**src/rtl/pwm_bank.sv**
```systemverilog
// pwm_bank: multi-channel PWM generator driven by the SPI register map.
//
// A shared prescaler divides clk into PWM steps; a shared phase counter runs
// 0..254 so every period is 255 steps long. Each channel compares the phase
// against its own shadowed duty byte. The shadow copies of the duty bytes are
// reloaded only at a period wrap (or continuously while disabled), so register
// writes never cut a pulse short or add an extra edge mid-period.
//
// Ports:
//   clk          system clock (shared with the SPI slave)
//   rst          asynchronous, active-high reset
//   duty         flattened duty bytes, channel i is duty[8*i +: 8]
//   prescale     one PWM step every prescale+1 clk cycles
//   ctrl         bit0 enable, bit1 invert output polarity, bits 7:2 unused
//   pwm_out      registered PWM outputs, one per channel
//   period_tick  one-cycle pulse following each period wrap
//   frame_cnt    number of completed periods, modulo 256

module pwm_bank #(
    parameter int CHANNELS = 8
) (
    input  logic                    clk,
    input  logic                    rst,
    input  logic [CHANNELS*8-1:0]   duty,
    input  logic [7:0]              prescale,
    input  logic [7:0]              ctrl,
    output logic [CHANNELS-1:0]     pwm_out,
    output logic                    period_tick,
    output logic [7:0]              frame_cnt
);

    localparam logic [7:0] PHASE_LAST = 8'd254;

    logic                  en;
    logic                  inv;
    logic [7:0]            presc_cnt;
    logic [7:0]            phase;
    logic [CHANNELS*8-1:0] duty_sh;
    logic                  step;
    logic                  wrap;
    logic                  unused_ctrl;

    assign en          = ctrl[0];
    assign inv         = ctrl[1];
    assign unused_ctrl = ^ctrl[7:2];

    // step/wrap are gated by enable, so a disable on a wrap cycle yields no
    // tick, no frame count and no shadow load from the wrap path.
    assign step = en && (presc_cnt == prescale);
    assign wrap = step && (phase == PHASE_LAST);

    // Prescaler: only an exact match resets it. If prescale drops below the
    // current count, the counter runs through 255 and wraps naturally.
    always_ff @(posedge clk or posedge rst) begin
        if (rst) begin
            presc_cnt <= 8'd0;
        end else if (!en || (presc_cnt == prescale)) begin
            presc_cnt <= 8'd0;
        end else begin
            presc_cnt <= presc_cnt + 8'd1;
        end
    end

    always_ff @(posedge clk or posedge rst) begin
        if (rst) begin
            phase <= 8'd0;
        end else if (!en || wrap) begin
            phase <= 8'd0;
        end else if (step) begin
            phase <= phase + 8'd1;
        end
    end

    // Shadow follows the input while disabled, so the first period after
    // enable uses the duty value present on the last disabled cycle.
    always_ff @(posedge clk or posedge rst) begin
        if (rst) begin
            duty_sh <= '0;
        end else if (!en || wrap) begin
            duty_sh <= duty;
        end
    end

    always_ff @(posedge clk or posedge rst) begin
        if (rst) begin
            pwm_out <= '0;
        end else begin
            for (int i = 0; i < CHANNELS; i++) begin
                if (en) begin
                    pwm_out[i] <= (phase < duty_sh[8*i +: 8]) ^ inv;
                end else begin
                    pwm_out[i] <= inv;
                end
            end
        end
    end

    always_ff @(posedge clk or posedge rst) begin
        if (rst) begin
            period_tick <= 1'b0;
            frame_cnt   <= 8'd0;
        end else begin
            period_tick <= wrap;
            if (wrap) begin
                frame_cnt <= frame_cnt + 8'd1;
            end
        end
    end

endmodule

```
**config.mk**
```make
export PLATFORM = sky130hd
export DESIGN_NAME = pwm_bank
export DESIGN_NICKNAME = d
export VERILOG_FILES = /design/src/rtl/pwm_bank.sv
export SDC_FILE = /design/constraint.sdc
export NUM_CORES = 1
export LEC_CHECK = 0
export CAP_MARGIN = 10
export CORE_MARGIN = 1.5
export CORE_UTILIZATION = 43
export CTS_CLUSTER_SIZE = 10
export DETAILED_ROUTE_END_ITERATION = 10
export GPL_TIMING_DRIVEN = 0
export PLACE_DENSITY = 0.73
export SLEW_MARGIN = 40
export SYNTH_ARGS = -nofsm -noshare
export SYNTH_HDL_FRONTEND = slang
export SYNTH_SLANG_ARGS = --single-unit
export TNS_END_PERCENT = 5
```
**constraint.sdc**
```tcl
create_clock -name clk -period 3.59 [get_ports clk]
set_input_delay 0.5385 -clock clk [delete_from_list [all_inputs] [get_ports clk]]
set_output_delay 0.5385 -clock clk [all_outputs]
set_load 0.02 [all_outputs]
```
* Word level (Yosys, flattened, before mapping) *
Index checks and enable logic that the tools add are counted.

word-level totals
  word-level logic and storage cells = 44
  flip-flop bits (word level) = 97
  output and inout bits = 17

cells by class
  bitwise logic cells = 8
  reduce and logical (&&, ||, !) cells = 6
  eq/ne operators = 2
  $add $sub $neg = 3
  magnitude comparators = 8
  muxes and demuxes = 11

operators by type and width
  kind                                          number
  < comparator 8 bit                            8
  adder 8 x 1 -> 8 bit (second input constant)  3
  two-way mux 8 bit                             3
  equality test 8 bit                           1
  equality test 8 bit (second input constant)   1
  two-way mux 1 bit                             8
  bitwise XOR 1 bit                             8
  logical AND 1 bit                             2
  logical OR 1 bit                              2
  nonzero test 2 bit                            1
  zero test 1 bit                               1

* Longest topological paths before layout *
Gate-level depths: netlist (run 1).

  depth in word-level cells = 5
  depth in mapped cells = 10
  gate-level depth less buffers = 7

* Least setup slack after synthesis (run 1) *
OpenSTA, ideal clock, no wires.

  kind = register -> register
  from = reg phase[0]
  to = reg duty_sh[31]
  slack = 1438 ps
  clock period less this slack = 2152 ps
  required time = 3463 ps
  arrival = 2025 ps
  stages on the path, launching flop included = 11
  buffers on the path = 4
  path through = dfrtp_1 buf_2 inv_1 ha_1 nand3_1 or2_0 buf_2 o21ai_2 buf_4 buf_6 mux2_1

between the ends
  cells in the longest elaborated chain, start to end = 3

RTL lines
  what                      line  text
  start: declaration        37    logic [7:0] phase;
  start signal: assignment  70    phase <= phase + 8'd1;
  equality test 8 bit       50    assign wrap = step && (phase == PHASE_LAST);
  logical AND 1 bit         50
  logical OR 1 bit          79    end else if (!en || wrap) begin
  end signal: assignment    80    duty_sh <= duty;
  end: declaration          38    logic [CHANNELS*8-1:0] duty_sh;

Every way passes these cells.
A chain may end at the register's enable or synchronous reset.

* Final worst setup path (run 1) *
  from = reg phase[1]
  to = reg duty_sh[35]

The elaborated chain is that of the path after synthesis.

==> results.txt, run 1 <==
Leading cell types by total area after synthesis -> dfrtp_1 45%, ha_1 14%, mux2_1 7.8%
Number of cells upsized or downsized after cts -> 0
Setup Fix Bufs, Post-CTS -> 0
Endpoint of the worst hold path -> frame_cnt[7]$_DFFE_PP0P_
Number of antenna violations at the first check in global routing -> 0
WP data required -> 3810 ps
Die area -> 13,400 µm²
Clock slew seen by the registers of the worst setup and hold paths -> 60 ps
Instance area at placement -> 6600 µm²
Min Tclk post-route -> 2690 ps
Detail-routed via count per cell -> 5.13
Number of input and output port buffers inserted -> 90
Synthesized area per cell -> 11.7 µm²
Worst-Margin Slew -> 711 ps
Unrepaired setup endpoints after global routing -> no
Worst IR drop on VDD -> 0.187 mV
Maximum number of pins on one net before global-route repair -> 80
Ratio of final minimum period to clock period -> 0.750
Register bit count reported by yosys -> 97
Yosys warns -> 0
Seq/Total Area, Yosys -> 0.445
Reg-to-reg setup timing slack -> 900 ps
Chip Height -> 116 µm
Setup-failing EPs final -> 0
# clock sinks -> 97
IO Count -> 99
Cell row count -> 40
Fraction of registers with async set or reset after synthesis -> 1.00
Prevailing post-synth register cell -> dfrtp_1
Number of buffers inserted during clock tree synthesis -> 9
Post-route antenna net violation count -> 0
Remaining global-route overflow -> 0
Number of H-tree levels -> 3
Signed area change from the synthesized netlist to the final layout -> 26.1%
Drc violations -> 0
Crit start category -> flip-flop
CTS tree -> built
Most frequent cell after synthesis -> dfrtp_1
Most frequent cells after synthesis -> 97 x dfrtp_1, 60 x ha_1, 60 x inv_1
Crit. End Element -> flip-flop
Utilization after layout -> 0.563
Worst-path maximum fanout -> 13
Dominant cell type by area after synthesis -> dfrtp_1
Worst hold-check path type -> flip-flop to flip-flop
Result of the run -> finished clean
Placed instance count -> 727
Overall via count from detail_route -> 3,810
Remaining max-slew budget at the tightest pin -> 0.526
Lkg Pwr -> 3.27 nW
Initial Utilization -> 0.447
Hold Path Depth -> 1
Achievable frequency -> 371 MHz
Post-synth EDFFs -> 0
Worst-case clock skew -> 6.95 ps
Max Slew Vio Count -> 0
Total inserted antenna cells -> 0
Vias in the first global route -> 3,850
Core area -> 12,200 µm²
Detail Placement HPWL -> 8370 µm
Gate Count Post-Synth -> 468
Number of max-cap violations -> 0
Post-synth net total -> 610
R2R cell count -> 8
Number of optimization iterations in the first detailed-route pass -> 4
All-Layer GR Usage -> 0.179
CTS hold repair buffers -> 0
Cell at the root of the clock tree -> clkbuf_16
Layout Nets -> 712
Minimum hold slack -> 474 ps
Critical R2R Capture -> duty_sh[35]$_DFFE_PP0N_
Post-route cell area -> 6880 µm²
Aggregate negative setup slack -> 0 ps
Worst min-delay path startpoint -> frame_cnt[7]$_DFFE_PP0P_
Global-route wire length before repair -> 18,400 µm
Non-Filler Instances -> 743
Die outline width -> 116 µm
Setup Crit Path Kind -> flip-flop to flip-flop
Layout cell share with drive strength beyond 1 -> 0.120
Max Root-Sink Buffers -> 2
Avg WL per Cell -> 15.2 µm
Iteration-0 DRC Markers -> 150
R2r startpoint -> phase[1]$_DFFE_PP0P_
Post-synth top area share -> 0.445
Power per standard cell area -> 364 nW/µm²
Clk Latency, worst-skew pair -> 340 ps
Worst path arrival time -> 2910 ps
Count of cell types in the netlist -> 39
Routed wire length -> 11,300 µm
Final weighted congestion in routability-driven placement -> 0.822
Post-synthesis cell area -> 5450 µm²
Final Hold Viols -> 0
==> report_power, final <==
group | leakage (nW) | switching (mW) | internal [mW]
combinational | 1.94 | 0.159 | 0.215
sequential | 1.19 | 0.0450 | 1.18
clock | 0.133 | 0.395 | 0.508
==> metrics by stage <==
| stage | worst slack (ps) | power, mW |
|---|---|---|
| 6_report | 898 | 2.50 |
| 5_1_grt | 744 | 2.62 |
| 2_1_floorplan | 518 | 1.45 |
| 4_1_cts | 888 | 2.53 |
| 3_3_place_gp | -927 | 1.60 |
| 3_5_place_dp | 721 | 1.63 |
==> cells in the final DEF (no fill, tap or decap), types with 2 or more instances in the layout <==
cell type,synthesis,routed
nor4_1,5,5
nor3_1,3,3
or3_1,3,3
ha_1,60,60
and3_1,13,13
nor2_1,11,11
o21a_1,8,8
or4_1,3,3
mux2_1,38,38
clkdlybuf4s50_1,0,90
buf_2,6,6
o21bai_1,8,8
o21ai_0,10,10
xnor2_1,2,2
buf_6,4,4
clkbuf_8,0,2
nand2b_1,8,8
clkbuf_1,1,4
nand4_1,5,5
nand3_1,8,8
a2111oi_2,14,14
nor2b_1,8,8
dfrtp_1,97,97
clkbuf_16,0,9
inv_1,60,59
a21oi_1,14,14
buf_1,2,2
nand2_1,9,9
xor2_1,28,28
mux2_2,27,27
o31ai_1,2,2
==> layer usage <==
| metal | vias to the layer above | global-route usage | routed length [µm] |
|---|---|---|---|
| met3 | 13 | 0.0314 | 489 |
| li1 | 1834 | - | - |
| met4 | 0 | 0.0634 | 188 |
| met1 | 1872 | 0.231 | 5100 |
| met2 | 91 | 0.303 | 5550 |
| met5 | - | 0 | 0 |
==> registers in the layout, summed over array words and instances, names as in the netlist <==
register     flops
phase            8
duty_sh         64
presc_cnt        8
pwm_out          8
frame_cnt        8
period_tick      1
==> how the worst max path moves through the flow <==
stage / from / cells past startpoint / endpoint / slack [ps]
floorplan: rst / 1 / duty_sh[0]$_DFFE_PP0N_ / 520
global placement: rst / 2 / duty_sh[59]$_DFFE_PP0N_ / -930
detailed placement: prescale[3] / 8 / duty_sh[41]$_DFFE_PP0N_ / 720
global route: phase[1]$_DFFE_PP0P_ / 8 / duty_sh[35]$_DFFE_PP0N_ / 740
finish: phase[1]$_DFFE_PP0P_ / 8 / duty_sh[35]$_DFFE_PP0N_ / 900
CTS: phase[1]$_DFFE_PP0P_ / 8 / duty_sh[35]$_DFFE_PP0N_ / 890
==> worst max-delay path, stage by stage, from the launching register on <==
cell and delay, ps:
dfrtp_1 750, ha_1 300, nand3_1 120, or2_0 250, buf_2 190, o21ai_2 190
buf_4 230, buf_6 180, mux2_1 350
==> logic make-up after synthesis <==
family,count (synthesis),synth area share
simple gates,79,0.0803
flops,97,0.445
buf+inv,74,0.0585
fa+ha+maj,60,0.138
compound gates,63,0.0959
mux,65,0.134
xor+xnor,30,0.0482
==> layout make-up <==
class                           instances  area (µm²)
Inverter                               60         233
Clock inverter                          2        12.5
Clock buffer                           14         264
Buffer                                 14        93.8
Timing Repair Buffer                   91         928
Sequential cell                        97        2430
Fill cell                            1072        5340
Tap cell                              168         210
Multi-Input combinational cell        297        2710
Note: power is estimated with default switching activity, not from simulation.
==> run 2, diff against run 1 <==
Settings changed: PLACE_DENSITY 0.73 to 0.75.
Clock period 3.59 ns to 2.4 ns, I/O delays scaled along.
==> results.txt, run 2 (same netlist as run 1, synthesis figures left out) <==
Chip Height -> 116 µm
Layout cell share with drive strength beyond 1 -> 0.152
Result of the run -> finished clean
Most frequent standard cell in the layout excluding fill and tap cells -> dfrtp_1
Routed wire length -> 11,800 µm
Maximum number of pins on one net before global-route repair -> 28
Worst-Margin Slew -> 735 ps
Number of max-cap violations -> 0
Lkg Pwr -> 3.34 nW
Number of optimization iterations in the first detailed-route pass -> 4
Top reg by flops -> duty_sh
Worst hold-check path type -> input port to asynchronous set/reset pin
Post-route antenna net violation count -> 0
Number of buffers inserted during clock tree synthesis -> 9
Global-route wire length before repair -> 19,800 µm
Reg-to-reg setup timing slack -> 130 ps
Power per standard cell area -> 564 nW/µm²
Min Tclk post-route -> 2270 ps
CTS tree -> built
Cell at the root of the clock tree -> clkbuf_16
Number of input and output port buffers inserted -> 90
Layout Nets -> 717
Overall via count from detail_route -> 3,797
Clock slew seen by the registers of the worst setup and hold paths -> 70 ps
All-Layer GR Usage -> 0.193
Die outline width -> 116 µm
Commonest cells after routing, fill and taps aside -> 91 x dfrtp_1, 90 x clkdlybuf4s50_1, 59 x ha_1
Clk Latency, worst-skew pair -> 350 ps
Worst-case clock skew -> 7.87 ps
Iteration-0 DRC Markers -> 144
WP data required -> 2620 ps
Achievable frequency -> 440 MHz
Setup Crit Path Kind -> flip-flop to flip-flop
Number of antenna violations at the first check in global routing -> 0
Number of filler instances in the final layout -> 1,063
Area used by multi-input combinational logic -> 2730 µm²
Unrepaired setup endpoints after global routing -> no
Initial Utilization -> 0.447
Setup-failing EPs final -> 0
Max Root-Sink Buffers -> 2
R2r startpoint -> phase[1]$_DFFE_PP0P_
Remaining max-slew budget at the tightest pin -> 0.510
Total inserted antenna cells -> 0
Core area -> 12,200 µm²
Detail Placement HPWL -> 8790 µm
Storage element area -> 2430 µm²
Avg WL per Cell -> 15.8 µm
Signed area change from the synthesized netlist to the final layout -> 29.9%
Final Hold Viols -> 0
Remaining global-route overflow -> 0
IO Count -> 99
Crit start category -> flip-flop
Detail-routed via count per cell -> 5.08
CTS hold repair buffers -> 0
Crit. End Element -> flip-flop
Sum of internal, switching and leakage power -> 4.00 mW
Drc violations -> 0
Worst Setup SP -> phase[1]$_DFFE_PP0P_
Die area -> 13,400 µm²
Worst-path maximum fanout -> 13
Max Slew Vio Count -> 0
Minimum hold slack -> 337 ps
Ratio of final minimum period to clock period -> 0.947
Cell row count -> 40
Number of H-tree levels -> 3
Worst path arrival time -> 2500 ps
Final weighted congestion in routability-driven placement -> 0.797
Worst IR drop on VDD -> 0.334 mV
# clock sinks -> 97
Vias in the first global route -> 4,025
Max reg flops -> 64
## run 2: changes by cell type in the layout (fill, tap and decap cells not counted), sizes merged
cell and delta:
bufinv +2, buf +5, clkinvlp +1, inv -1, clkinv +1, clkbuf -3
## run 2: metrics by stage
| stage | utilization | setup slack, ps | TNS [ps] | area [µm²] | cells |
|---|---|---|---|---|---|
| 3_5_place_dp | 0.546 | -293 | -14170 | 6670 | 730 |
| 5_1_grt | 0.580 | 5.64 | 0 | 7080 | 748 |
| 6_report | 0.580 | 128 | 0 | 7080 | 748 |
| 4_1_cts | 0.576 | 20.6 | 0 | 7030 | 748 |
| 2_1_floorplan | - | 248 | 0 | 5460 | 468 |
| 3_3_place_gp | 0.538 | -224 | -16890 | 6570 | 726 |
## run 2: path summary, 6_finish.rpt
| check | endpoint | depth (start not counted) |
|---|---|---|
| setup / recovery | duty_sh[54]$_DFFE_PP0N_ | 8 |
| hold / removal | pwm_out[7]$_DFF_PP0_ | 2 |
| setup reg to reg | duty_sh[54]$_DFFE_PP0N_ | 8 |
| hold reg to reg | frame_cnt[7]$_DFFE_PP0P_ | 1 |
| max in group asynchronous | phase[6]$_DFFE_PP0P_ | 4 |
| min in group clk | phase[7]$_DFFE_PP0P_ | 3 |
## run 2: metal layers
metal | global-route usage | wire (µm) | vias up
met3 | 0.0445 | 540 | 14
met2 | 0.326 | 5780 | 84
li1 | - | - | 1849
met5 | 0 | 0 | -
met1 | 0.251 | 5340 | 1850
met4 | 0.0520 | 156 | 0
## run 2: repair_timing
action,CTS,global route
hold endpoints to repair,0,0
setup buffers,2,0
resized for setup,7,17
pin swaps,0,2
gates cloned,0,0
setup endpoints to repair,64,64
## run 2: where the power goes
| part | switching (mW) | total (mW) | internal (mW) | leakage (nW) |
|---|---|---|---|---|
| sequential | 0.0664 | 1.83 | 1.76 | 1.18 |
| clock | 0.616 | 1.58 | 0.966 | 0.162 |
| combinational | 0.248 | 0.589 | 0.341 | 2.00 |
## run 2: area by class of cell
type                    instances  share of cell area
repair buffers                 96               0.144
flip-flops and latches         97               0.344
multi-input cells             297               0.385
plain buffers                  14              0.0184
clock inverters                 5              0.0110
inverters                      60              0.0323
clock buffers                  11              0.0357
well taps                     168              0.0297
## run 2: critical path, stage by stage, from the launching register on
cell and delay, ps:
dfrtp_2 560, ha_2 260, nand3_2 90, or2_1 260
buf_6 140, o21ai_4 160, buf_6 180, buf_8 150
mux2_1 340
